### config.mk
export PLATFORM = sky130hd
export DESIGN_NAME = gnrc_fifo_wr_arb
export DESIGN_NICKNAME = d
export VERILOG_FILES = /design/src/rtl/gnrc_arb_pkg.sv /design/src/rtl/gnrc_rr_pick.sv /design/src/rtl/gnrc_fifo_wr_arb.sv
export SDC_FILE = /design/constraint.sdc
export NUM_CORES = 1
export LEC_CHECK = 0
export ABC_AREA = 1
export BUFFER_PORTS_ARGS = -buffer_cell sky130_fd_sc_hd__buf_2
export CAP_MARGIN = 20
export CORE_ASPECT_RATIO = 1.75
export CORE_MARGIN = 10
export CORE_UTILIZATION = 33
export DETAILED_ROUTE_END_ITERATION = 8
export HOLD_SLACK_MARGIN = 0.15
export PLACE_DENSITY = 0.85
export SLEW_MARGIN = 10
export SYNTH_ARGS = -nofsm -noshare
export SYNTH_HDL_FRONTEND = slang
export SYNTH_SLANG_ARGS = --single-unit
### constraint.sdc
create_clock -name clk_i -period 3 [get_ports clk_i]
set_input_delay 0.6 -clock clk_i [delete_from_list [all_inputs] [get_ports clk_i]]
set_output_delay 0.6 -clock clk_i [all_outputs]
set_load 0.02 [all_outputs]
### src/rtl/gnrc_arb_pkg.sv
// gnrc_arb_pkg
//   Shared types and constants for the generic FIFO arbiters.
//   - arb_state_e : arbiter FSM state (IDLE re-arbitrates, LOCKED holds owner)
//   - STAT_W      : width of each per-requester accepted-beat counter
package gnrc_arb_pkg;

  typedef enum logic {
    ARB_IDLE   = 1'b0,
    ARB_LOCKED = 1'b1
  } arb_state_e;

  localparam int STAT_W = 16;

endpackage

### src/rtl/gnrc_rr_pick.sv
// gnrc_rr_pick
//   Purely combinational rotate-priority picker. Scans req upward starting at
//   ptr+1 (modulo N) and grants the first set bit.
// Ports:
//   req [N]  : request vector
//   ptr [IW] : index of the most recently served requester (lowest priority)
//   gnt [N]  : one-hot grant, all-zero when no request
//   idx [IW] : binary index of gnt (0 when no request)
//   any      : at least one request present
module gnrc_rr_pick #(
  parameter int N  = 4,
  parameter int IW = $clog2(N)
) (
  input  logic [N-1:0]  req,
  input  logic [IW-1:0] ptr,
  output logic [N-1:0]  gnt,
  output logic [IW-1:0] idx,
  output logic          any
);

  always_comb begin
    logic [IW-1:0] j;
    // NOTE: every variable written here gets a default first, otherwise
    // paths that skip an assignment infer a latch.
    gnt = '0;
    idx = '0;
    any = 1'b0;
    j   = '0;
    // Offset 1 first, offset N last: ptr itself is the lowest priority.
    for (int k = 1; k <= N; k++) begin
      j = IW'((int'(ptr) + k) % N);
      if (!any && req[j]) begin
        any    = 1'b1;
        gnt[j] = 1'b1;
        idx    = j;
      end
    end
  end

endmodule

### src/rtl/gnrc_fifo_wr_arb.sv
// gnrc_fifo_wr_arb
//   Round-robin write-side arbiter sharing one synchronous FIFO among N
//   valid/ready producers. Optional packet lock keeps the grant on one owner
//   from its first beat to its last beat so packets land contiguously.
//   Build option: define GNRC_FIFO_ARB_STATS_EN to add per-requester
//   saturating accepted-beat counters on stat_cnt_o.
// Ports:
//   clk_i, rst_i (sync, active-high), flush_i (shared with FIFO flush)
//   req_valid_i/req_data_i/req_last_i/req_ready_o : N producer channels
//   fifo_wen_o/fifo_data_o/fifo_full_i            : FIFO push port
//   gnt_o/gnt_idx_o/locked_o                      : grant observability
//   stat_cnt_o (GNRC_FIFO_ARB_STATS_EN only)      : N x STAT_W beat counts
module gnrc_fifo_wr_arb
  import gnrc_arb_pkg::*;
#(
  parameter int N    = 4,
  parameter int DW   = 32,
  parameter bit LOCK = 1'b1,
  parameter int IW   = $clog2(N)
) (
  input  logic                  clk_i,
  input  logic                  rst_i,
  input  logic                  flush_i,
  input  logic [N-1:0]          req_valid_i,
  input  logic [N-1:0][DW-1:0]  req_data_i,
  input  logic [N-1:0]          req_last_i,
  output logic [N-1:0]          req_ready_o,
  output logic                  fifo_wen_o,
  output logic [DW-1:0]         fifo_data_o,
  input  logic                  fifo_full_i,
  output logic [N-1:0]          gnt_o,
  output logic [IW-1:0]         gnt_idx_o,
  output logic                  locked_o
`ifdef GNRC_FIFO_ARB_STATS_EN
  ,
  output logic [N-1:0][STAT_W-1:0] stat_cnt_o
`endif
);

  arb_state_e    state;
  logic [IW-1:0] ptr;
  logic [IW-1:0] owner;
  logic [IW-1:0] idx_hold;  // last granted index, shown while idle

  logic [N-1:0]  pick_gnt;
  logic [IW-1:0] pick_idx;
  logic          pick_any;

  logic          any_gnt;
  logic [IW-1:0] sel_idx;
  logic          open;
  logic          xfer;

  gnrc_rr_pick #(
    .N  (N),
    .IW (IW)
  ) u_pick (
    .req (req_valid_i),
    .ptr (ptr),
    .gnt (pick_gnt),
    .idx (pick_idx),
    .any (pick_any)
  );

  // Grant selection and push-port muxing; all zero-latency.
  always_comb begin
    gnt_o       = '0;
    sel_idx     = idx_hold;
    any_gnt     = 1'b0;
    req_ready_o = '0;
    fifo_data_o = '0;
    open        = ~fifo_full_i & ~flush_i;

    if (state == ARB_LOCKED) begin
      // Owner keeps the grant even while its valid is low (bubbles allowed).
      gnt_o[owner] = 1'b1;
      sel_idx      = owner;
      any_gnt      = 1'b1;
    end else if (pick_any) begin
      gnt_o   = pick_gnt;
      sel_idx = pick_idx;
      any_gnt = 1'b1;
    end

    if (any_gnt) begin
      req_ready_o[sel_idx] = open;
      fifo_data_o          = req_data_i[sel_idx];
    end

    xfer       = any_gnt & req_valid_i[sel_idx] & open;
    fifo_wen_o = xfer;
    gnt_idx_o  = sel_idx;
    locked_o   = (state == ARB_LOCKED);
  end

  // Arbitration FSM. Nothing moves without a transfer, so a requester stalled
  // by full keeps both its grant and its priority.
  always_ff @(posedge clk_i) begin
    // NOTE: sequential state uses non-blocking assignments so every register
    // samples pre-edge values regardless of statement order.
    if (rst_i || flush_i) begin
      state <= ARB_IDLE;
      ptr   <= IW'(N - 1);  // requester 0 is highest priority next
      owner <= '0;
      if (rst_i) idx_hold <= '0;
    end else begin
      if (any_gnt) idx_hold <= sel_idx;
      if (xfer) begin
        case (state)
          ARB_IDLE: begin
            ptr <= sel_idx;
            // Single-beat packets never enter LOCKED.
            if (LOCK && !req_last_i[sel_idx]) begin
              state <= ARB_LOCKED;
              owner <= sel_idx;
            end
          end
          ARB_LOCKED: begin
            if (req_last_i[owner]) begin
              state <= ARB_IDLE;
              ptr   <= owner;
            end
          end
          default: state <= ARB_IDLE;
        endcase
      end
    end
  end

`ifdef GNRC_FIFO_ARB_STATS_EN
  logic [N-1:0][STAT_W-1:0] stat_q;

  always_ff @(posedge clk_i) begin
    if (rst_i || flush_i) begin
      stat_q <= '0;
    end else if (xfer && (stat_q[sel_idx] != '1)) begin
      stat_q[sel_idx] <= stat_q[sel_idx] + STAT_W'(1);
    end
  end

  assign stat_cnt_o = stat_q;
`endif

endmodule

; Yosys cells after proc, flatten, opt, wreduce, memory -nomap -nowiden
; Cells that the tools add are included.
[op_classes]
magnitude_cmp = 12
n_mux = 56
reduce_logical = 17
addsub = 4
eq_ne = 2
bitwise_logic = 11
[op_table]
columns = operator, count
row1 = binary-select mux 32 bit (select 2 bit), 1
row2 = two-way mux 32 bit, 2
row3 = two-way mux 4 bit, 7
row4 = two-way mux 1 bit, 21
row5 = two-way mux 2 bit, 10
row6 = "< comparator 2 x 3 -> 1 bit, second input constant", 6
row7 = binary-select mux 1 bit (select 2 bit), 7
row8 = demux 1 bit (select 2 bit), 6
row9 = "greater-or-equal comparator 2 x 1 -> 1 bit, second input constant", 6
row10 = bitwise OR 4 bit, 3
row11 = logical AND 1 bit, 9
row12 = "adder 2 x 1 -> 2 bit, second input constant", 2
row13 = "adder 2 bit, second input constant", 2
row14 = AND 4 bit, 1
row15 = inverter 1 bit, 4
row16 = case mux 2 bit (2 select lines), 1
row17 = AND reduction 2 bit, 2
row18 = AND 1 bit, 3
row19 = zero test 1 bit, 3
row20 = AND reduction 3 bit, 1
row21 = "!= test 2 x 1 -> 1 bit, second input constant", 1
row22 = "!= test 2 bit, second input constant", 1
row23 = case mux 1 bit (2 select lines), 1
row24 = nonzero test 2 bit, 1
row25 = logical OR 1 bit, 1
[totals]
out_inout_bits = 44
word_cells = 106
input_bits = 140
regBits = 7

; Logic depth before layout (Yosys ltp)
[logic_depth]
ltp_word = 21
ltp_mapped = 21
ltp_nobuf = 19

; Hierarchy
; A second synthesis with hierarchy kept.
[unflattened]
hier_cells = 284
area_unflattened_um2 = 1819.2
[modules_own_cells]
columns = mod, instances, seq_area_each_um2, cells_per_inst, area_each_um2
row1 = gnrc_fifo_wr_arb, 1, 160.2, 210, 1361.3
row2 = gnrc_rr_pick, 1, 0.0, 74, 457.9

; Worst setup path before layout
; Ideal clock, no wire load.
[synth_path]
path_kind = register -> output
startpoint = reg ptr[0]
endpoint = out fifo_data_o[0]
required_ns = 2.400
slack_ns = -0.249
stages_incl_launch_ff = 17
n_path_buf = 3
arrival_ns = 2.649
path_cell_list = dfxtp_1 > buf_6 > inv_6 > ha_1 > inv_1 > nand3_1 > nand2_4 > inv_2 > nand2_2 > nand3_2 > nand3_4 > nand2_4 > buf_6 > nor2_2 > buf_2 > a22oi_1 > a21oi_1
[synth_via]
elab_chain_cells = 18
word_cells_on_any_way = 33
classes_between = 4 x add/sub / 23 x mux / 6 x reduce/logical
[synth_rtl]
columns = element, line_no
row1 = from (decl), gnrc_fifo_wr_arb.sv:41  ; logic [IW-1:0] ptr;
row2 = from (signal assigned), gnrc_fifo_wr_arb.sv:103  ; ptr <= IW'(N - 1);
row3 = from (signal assigned), gnrc_fifo_wr_arb.sv:111  ; ptr <= sel_idx;
row4 = from (signal assigned), gnrc_fifo_wr_arb.sv:121  ; ptr <= owner;
row5 = adder 2 x 1 -> 2 bit, gnrc_rr_pick.sv:31  ; j = IW'((int'(ptr) + k) % N);
row6 = binary-select mux 1 bit (select 2 bit), gnrc_rr_pick.sv:32  ; if (!any && req[j]) begin
row7 = two-way mux 1 bit (implied by the code), gnrc_rr_pick.sv:32
row8 = two-way mux 1 bit, gnrc_rr_pick.sv:32
row9 = zero test 1 bit, gnrc_rr_pick.sv:32
row10 = logical AND 1 bit, gnrc_rr_pick.sv:32
row11 = two-way mux 1 bit, gnrc_rr_pick.sv:32
row12 = zero test 1 bit, gnrc_rr_pick.sv:32
row13 = (+3 left out), --
row14 = logical AND 1 bit, gnrc_rr_pick.sv:32
row15 = two-way mux 2 bit or two-way mux 1 bit (tied branches), gnrc_rr_pick.sv:32
row16 = two-way mux 2 bit (*), gnrc_fifo_wr_arb.sv:79  ; end else if (pick_any) begin
row17 = two-way mux 2 bit (*), gnrc_fifo_wr_arb.sv:74  ; if (state == ARB_LOCKED) begin
row18 = named net gnt_idx_o[0], gnrc_fifo_wr_arb.sv:32  ; output logic [IW-1:0] gnt_idx_o,
row19 = binary-select mux 32 bit (select 2 bit) (*), gnrc_fifo_wr_arb.sv:87  ; fifo_data_o = req_data_i[sel_idx];
row20 = two-way mux 32 bit (implied by the code) (*), gnrc_fifo_wr_arb.sv:87
row21 = two-way mux 32 bit (*), gnrc_fifo_wr_arb.sv:85  ; if (any_gnt) begin
row22 = to (decl), gnrc_fifo_wr_arb.sv:29  ; output logic [DW-1:0] fifo_data_o,
; The timed path passes the listed nets; every way through them passes the cells marked *. The select of a mux whose other input is x is not followed.

; Final worst setup path
[layout_path]
startpoint = reg ptr[0]
endpoint = out fifo_data_o[25]
[layout_via]
elab_chain_cells = 18
word_cells_on_any_way = 33
classes_between = 4 x add/sub / 23 x mux / 6 x reduce/logical
[layout_rtl]
columns = element, line_no
row1 = adder 2 x 1 -> 2 bit, gnrc_rr_pick.sv:31
row2 = binary-select mux 1 bit (select 2 bit), gnrc_rr_pick.sv:32
row3 = two-way mux 1 bit (implied by the code), gnrc_rr_pick.sv:32
row4 = two-way mux 1 bit, gnrc_rr_pick.sv:32
row5 = zero test 1 bit, gnrc_rr_pick.sv:32
row6 = logical AND 1 bit, gnrc_rr_pick.sv:32
row7 = two-way mux 1 bit, gnrc_rr_pick.sv:32
row8 = zero test 1 bit, gnrc_rr_pick.sv:32
row9 = (+2 left out), --
row10 = zero test 1 bit, gnrc_rr_pick.sv:32
row11 = logical AND 1 bit, gnrc_rr_pick.sv:32
row12 = two-way mux 2 bit or two-way mux 1 bit (tied branches), gnrc_rr_pick.sv:32
row13 = two-way mux 2 bit, gnrc_fifo_wr_arb.sv:79
row14 = two-way mux 2 bit, gnrc_fifo_wr_arb.sv:74
row15 = binary-select mux 32 bit (select 2 bit), gnrc_fifo_wr_arb.sv:87
row16 = two-way mux 32 bit (implied by the code), gnrc_fifo_wr_arb.sv:87
row17 = two-way mux 32 bit (*), gnrc_fifo_wr_arb.sv:85
; Every way passes the cells marked *; elsewhere a longest branch is shown, timed or not. The select of a mux whose other input is x is not followed.

==> flow_metrics.env <==
export IMPL_status="finished, violations left"
export IMPL_violations="negative setup slack"
export IMPL_leakagePower_nw=1.90
export IMPL_cts_sinks=7
export IMPL_grt_overflow=0
export IMPL_cpMaxStageDelayCell="sky130_fd_sc_hd__dfxtp_4"
export IMPL_hold_buffers=0
export IMPL_pin_count_of_the_biggest_net_entering_global_routing=34
export IMPL_wl_per_cell_um=22.4
export IMPL_chipHeight_um=119
export IMPL_finalSetupViolations=33
export IMPL_clkSlewWorstSetupHoldPaths_ns=0.04
export IMPL_postLayoutSetupSlackWorst_ns=-0.400
export IMPL_final_instance_area_um2=3960
export IMPL_total_negative_slack_ns=-10.31
export IMPL_area_of_placed_instances_um2=3290
export IMPL_via_count_of_the_first_global_routing_pass=3321
export IMPL_synth_lib_cells_used_distinct=34
export IMPL_vdd_ir_drop_worst_mv=0.299
export IMPL_worstMarginPinSlew_ns=0.390
export IMPL_cts_htree_levels=1
export IMPL_boundaryPins=184
export IMPL_area_growth_pct=114
export IMPL_grt_usage_pct=22.6
export IMPL_worst_setup_path_endpoint="fifo_data_o[25]"
export IMPL_die_width_um=76.6
export IMPL_post_drt_via_cell_ratio=5.73
export IMPL_clock_skews_ns=0.00484
export IMPL_hold_class="register to register"
export IMPL_count_of_mapped_cells_out_of_synthesis=293
export IMPL_setup_reg_to_reg_worst_slack_ns=0.33
export IMPL_adder_cell_fraction_of_synth_area_pct=5.41
export IMPL_hpwl_mm=9.04
export IMPL_post_route_util_pct=72.0
export IMPL_finish_cell_count_without_fillers=594
export IMPL_insertion_delay_ns=0.24
export IMPL_post_place_ws_ns=-0.119
export IMPL_cts_tree="yes"
export IMPL_die_area_um2=9120
export IMPL_dominantRegCellSynth="sky130_fd_sc_hd__dfxtp_1"
export IMPL_post_route_min_period_ns=3.40
export IMPL_initial_antenna_violation_count=4
export IMPL_cap_violations=0
export IMPL_path_depth_of_the_worst_reg2reg_path=20
export IMPL_synth_simple_gate_area_share_pct=32.7
export IMPL_synth_xor_area_share_pct=0
export IMPL_power_density_nw_per_um2=561
export IMPL_core_area_um2=5500
export IMPL_ys_warnings_count=0
export IMPL_final_fill_count=409
export IMPL_rr_endpoint="ptr[1]"
export IMPL_route_antenna_remaining_nets=0
export IMPL_final_layout_size_suffix_gt1_share_pct=66.5
export IMPL_grt_setup_unrepaired="true"
export IMPL_layout_area_seq_um2=165
export IMPL_finalNetCount=665
export IMPL_detail_route_wirelength_mm=13.3
export IMPL_cts_inserted_buffers=3
export IMPL_effective_utilization_at_floorplan_pct=33.7
export IMPL_critical_path_top_delay_family="simple AND/OR/NAND/NOR gates"
export IMPL_synthesis_area_per_instance_um2=6.32
export IMPL_placedCellCount=574
export IMPL_netlist_area_um2=1850
export IMPL_timing_final_hold_violations=0
export IMPL_cp_data_required_time_ns=2.40
export IMPL_firstDrtPassIters=5
export IMPL_weighted_congestion_at_the_end_of_routability_driven_global_placement=0.958
export IMPL_timing_rr_start="ptr[0]"
export IMPL_multi_input_comb_area_um2=1870
export IMPL_type_of_the_worst_setup_path="register to output pin"
export IMPL_numPortBuffers=183
export IMPL_worst_path_max_fanout=14
export IMPL_number_of_synthesized_flops_with_an_enable_pin=2
export IMPL_cp_end_kind="output pin"
export IMPL_grt_first_pass_wirelength_mm=17.3
export IMPL_path_cells="inv_6, buf_4, nand2_1, nand3_1, nand2_2, nor2_8, buf_6, nand3_2, nand2_1, nand2_2, o21ai_4, nor2_2, buf_12, buf_4, a22oi_1, a21oi_2, buf_6"
export IMPL_worst_hold_slack_ns=0.566
export IMPL_main_combinational_cell_family_by_area_after_synthesis="compound AO/OA/AOI/OAI gates"
export IMPL_num_rows=36
export IMPL_worst_setup_path_startpoint="ptr[0]"
export IMPL_drc=0
export IMPL_cts_max_path_buffers=2
export IMPL_startpoint_type="register"
export IMPL_mux_cell_area_share_after_synthesis_pct=0
export IMPL_synthArstFlopShare_pct=0
export IMPL_max_slew_margin_rel_pct=73.9
export IMPL_clock_tree_root_cell="sky130_fd_sc_hd__clkbuf_8"
export IMPL_ys_seq_area_share_pct=8.65
export IMPL_post_layout_total_power_mw=2.22
export IMPL_slew_viol_final=0
export IMPL_area_fraction_in_compound_gates_after_synthesis_pct=42.7
export IMPL_routed_via_count=3405
export IMPL_worst_path_buf_inv=6
export IMPL_synth_seq_cells=7
export IMPL_crit_path_max_incr_delay_ns=0.35
export IMPL_detailedRoute_firstIterationViolations=283
export IMPL_syn_nets=441
export IMPL_timing_final_crit_share_pct=113
export IMPL_worst_endpoint_arrival_ns=2.80
export IMPL_timing_fmax_ghz=0.294
export IMPL_critical_path_cell_count=17
==> report_power, final <==
part | switching [mW] | internal, mW | total (mW) | leakage (nW)
logic | 1.04 | 0.930 | 1.97 | 1.81
registers | 0.00570 | 0.104 | 0.110 | 0.0620
clock network | 0.0460 | 0.0903 | 0.136 | 0.0255
total | 1.10 | 1.12 | 2.22 | 1.90
==> how the worst min path moves through the flow <==
| stage | from | endpoint | slack, ns | cells after the start |
|---|---|---|---|---|
| final | owner[1] | owner[1] | 0.57 | 2 |
| after global routing | owner[1] | owner[1] | 0.60 | 2 |
| after CTS | owner[1] | owner[1] | 0.56 | 2 |
| after detailed placement | owner[1] | owner[1] | 0.55 | 2 |
| after global placement | owner[1] | owner[1] | 0.54 | 2 |
| after floorplan | owner[1] | owner[1] | 0.50 | 2 |
==> state kept, by name, indices dropped and copies added (netlist names) <==
signal    count
idx_hold      2
owner         2
ptr           2
locked_o      1
==> placed cells by master, fill, tap and decap left out, drive strengths merged, types with 4 or more instances in the layout <==
master	n
buf	234
nand4	4
nand2	57
nor3	5
clkbuf	6
o221ai	4
nor2	25
a22oi	64
ha	8
dfxtp	5
nand3	27
a21oi	39
inv	25
==> synthesized netlist by cell type, types with 2 or more instances <==
| cell type | number | share of area [%] |
|---|---|---|
| sky130_fd_sc_hd__a21oi_1 | 38 | 10 |
| sky130_fd_sc_hd__inv_2 | 2 | 0.41 |
| sky130_fd_sc_hd__clkbuf_1 | 4 | 0.81 |
| sky130_fd_sc_hd__nor3_1 | 5 | 1.4 |
| sky130_fd_sc_hd__nand2_1 | 45 | 9.1 |
| sky130_fd_sc_hd__o22ai_1 | 3 | 1.0 |
| sky130_fd_sc_hd__nand2_2 | 10 | 3.4 |
| sky130_fd_sc_hd__inv_1 | 22 | 4.5 |
| sky130_fd_sc_hd__ha_1 | 8 | 5.4 |
| sky130_fd_sc_hd__dfxtp_1 | 5 | 5.4 |
| sky130_fd_sc_hd__nand4_1 | 3 | 1.0 |
| sky130_fd_sc_hd__nor2_1 | 16 | 3.2 |
| sky130_fd_sc_hd__buf_6 | 2 | 1.2 |
| sky130_fd_sc_hd__o221ai_1 | 4 | 1.9 |
| sky130_fd_sc_hd__buf_2 | 12 | 3.2 |
| sky130_fd_sc_hd__nor2_2 | 7 | 2.4 |
| sky130_fd_sc_hd__edfxtp_1 | 2 | 3.2 |
| sky130_fd_sc_hd__nand2_4 | 2 | 1.2 |
| sky130_fd_sc_hd__nand3_1 | 25 | 6.8 |
| sky130_fd_sc_hd__a22oi_1 | 64 | 26 |
==> per-layer routing <==
metal  track usage (%)  up-vias  share of wire [%]
met3              5.72       60                8.1
met1              22.5     1577                 32
met2              42.7      235                 54
met5                 0        -              0.083
li1                  -     1531                  -
met4              10.2        2                5.3
==> worst reg2reg max path: stages, from the launching register on <==
cell	delay [ns]
sky130_fd_sc_hd__dfxtp_4	0.35
sky130_fd_sc_hd__inv_6	0.05
sky130_fd_sc_hd__buf_4	0.17
sky130_fd_sc_hd__nand2_1	0.09
sky130_fd_sc_hd__nand3_1	0.13
sky130_fd_sc_hd__nand2_2	0.14
sky130_fd_sc_hd__nor2_8	0.17
sky130_fd_sc_hd__nand4_4	0.14
sky130_fd_sc_hd__nor2_4	0.15
sky130_fd_sc_hd__nor2_4	0.05
sky130_fd_sc_hd__nand2_4	0.08
sky130_fd_sc_hd__buf_4	0.13
sky130_fd_sc_hd__buf_8	0.14
sky130_fd_sc_hd__nand2_1	0.07
sky130_fd_sc_hd__nand2_2	0.11
sky130_fd_sc_hd__nand2_4	0.07
sky130_fd_sc_hd__a21oi_4	0.16
sky130_fd_sc_hd__buf_4	0.15
sky130_fd_sc_hd__nand2_2	0.06
sky130_fd_sc_hd__nand2_1	0.06
sky130_fd_sc_hd__nand3_1	0.06
==> area by class of cell <==
class | instances | area share, %
diodes | 2 | 0.126
clock buffers | 3 | 1.04
clock inverters | 1 | 0.126
inverters | 25 | 2.69
multi-input cells | 243 | 47.2
flip-flops and latches | 7 | 4.17
well taps | 76 | 2.40
repair buffers | 237 | 42.3
==> repair_timing <==
action                                  CTS  global route
pin swaps                                 1            41
endpoints found under the setup margin   33            36
setup buffers                             2             8
resized for setup                        40            79
gates cloned                              0             5
==> cells by family after synthesis <==
kind of cell / after synthesis
AND/OR/NAND/NOR: 119
AO/OA/AOI/OAI: 116
buffers and inverters: 43
adder cells (fa/ha/maj): 8
flip-flops: 7
Note: power is estimated with default switching activity, not from simulation.
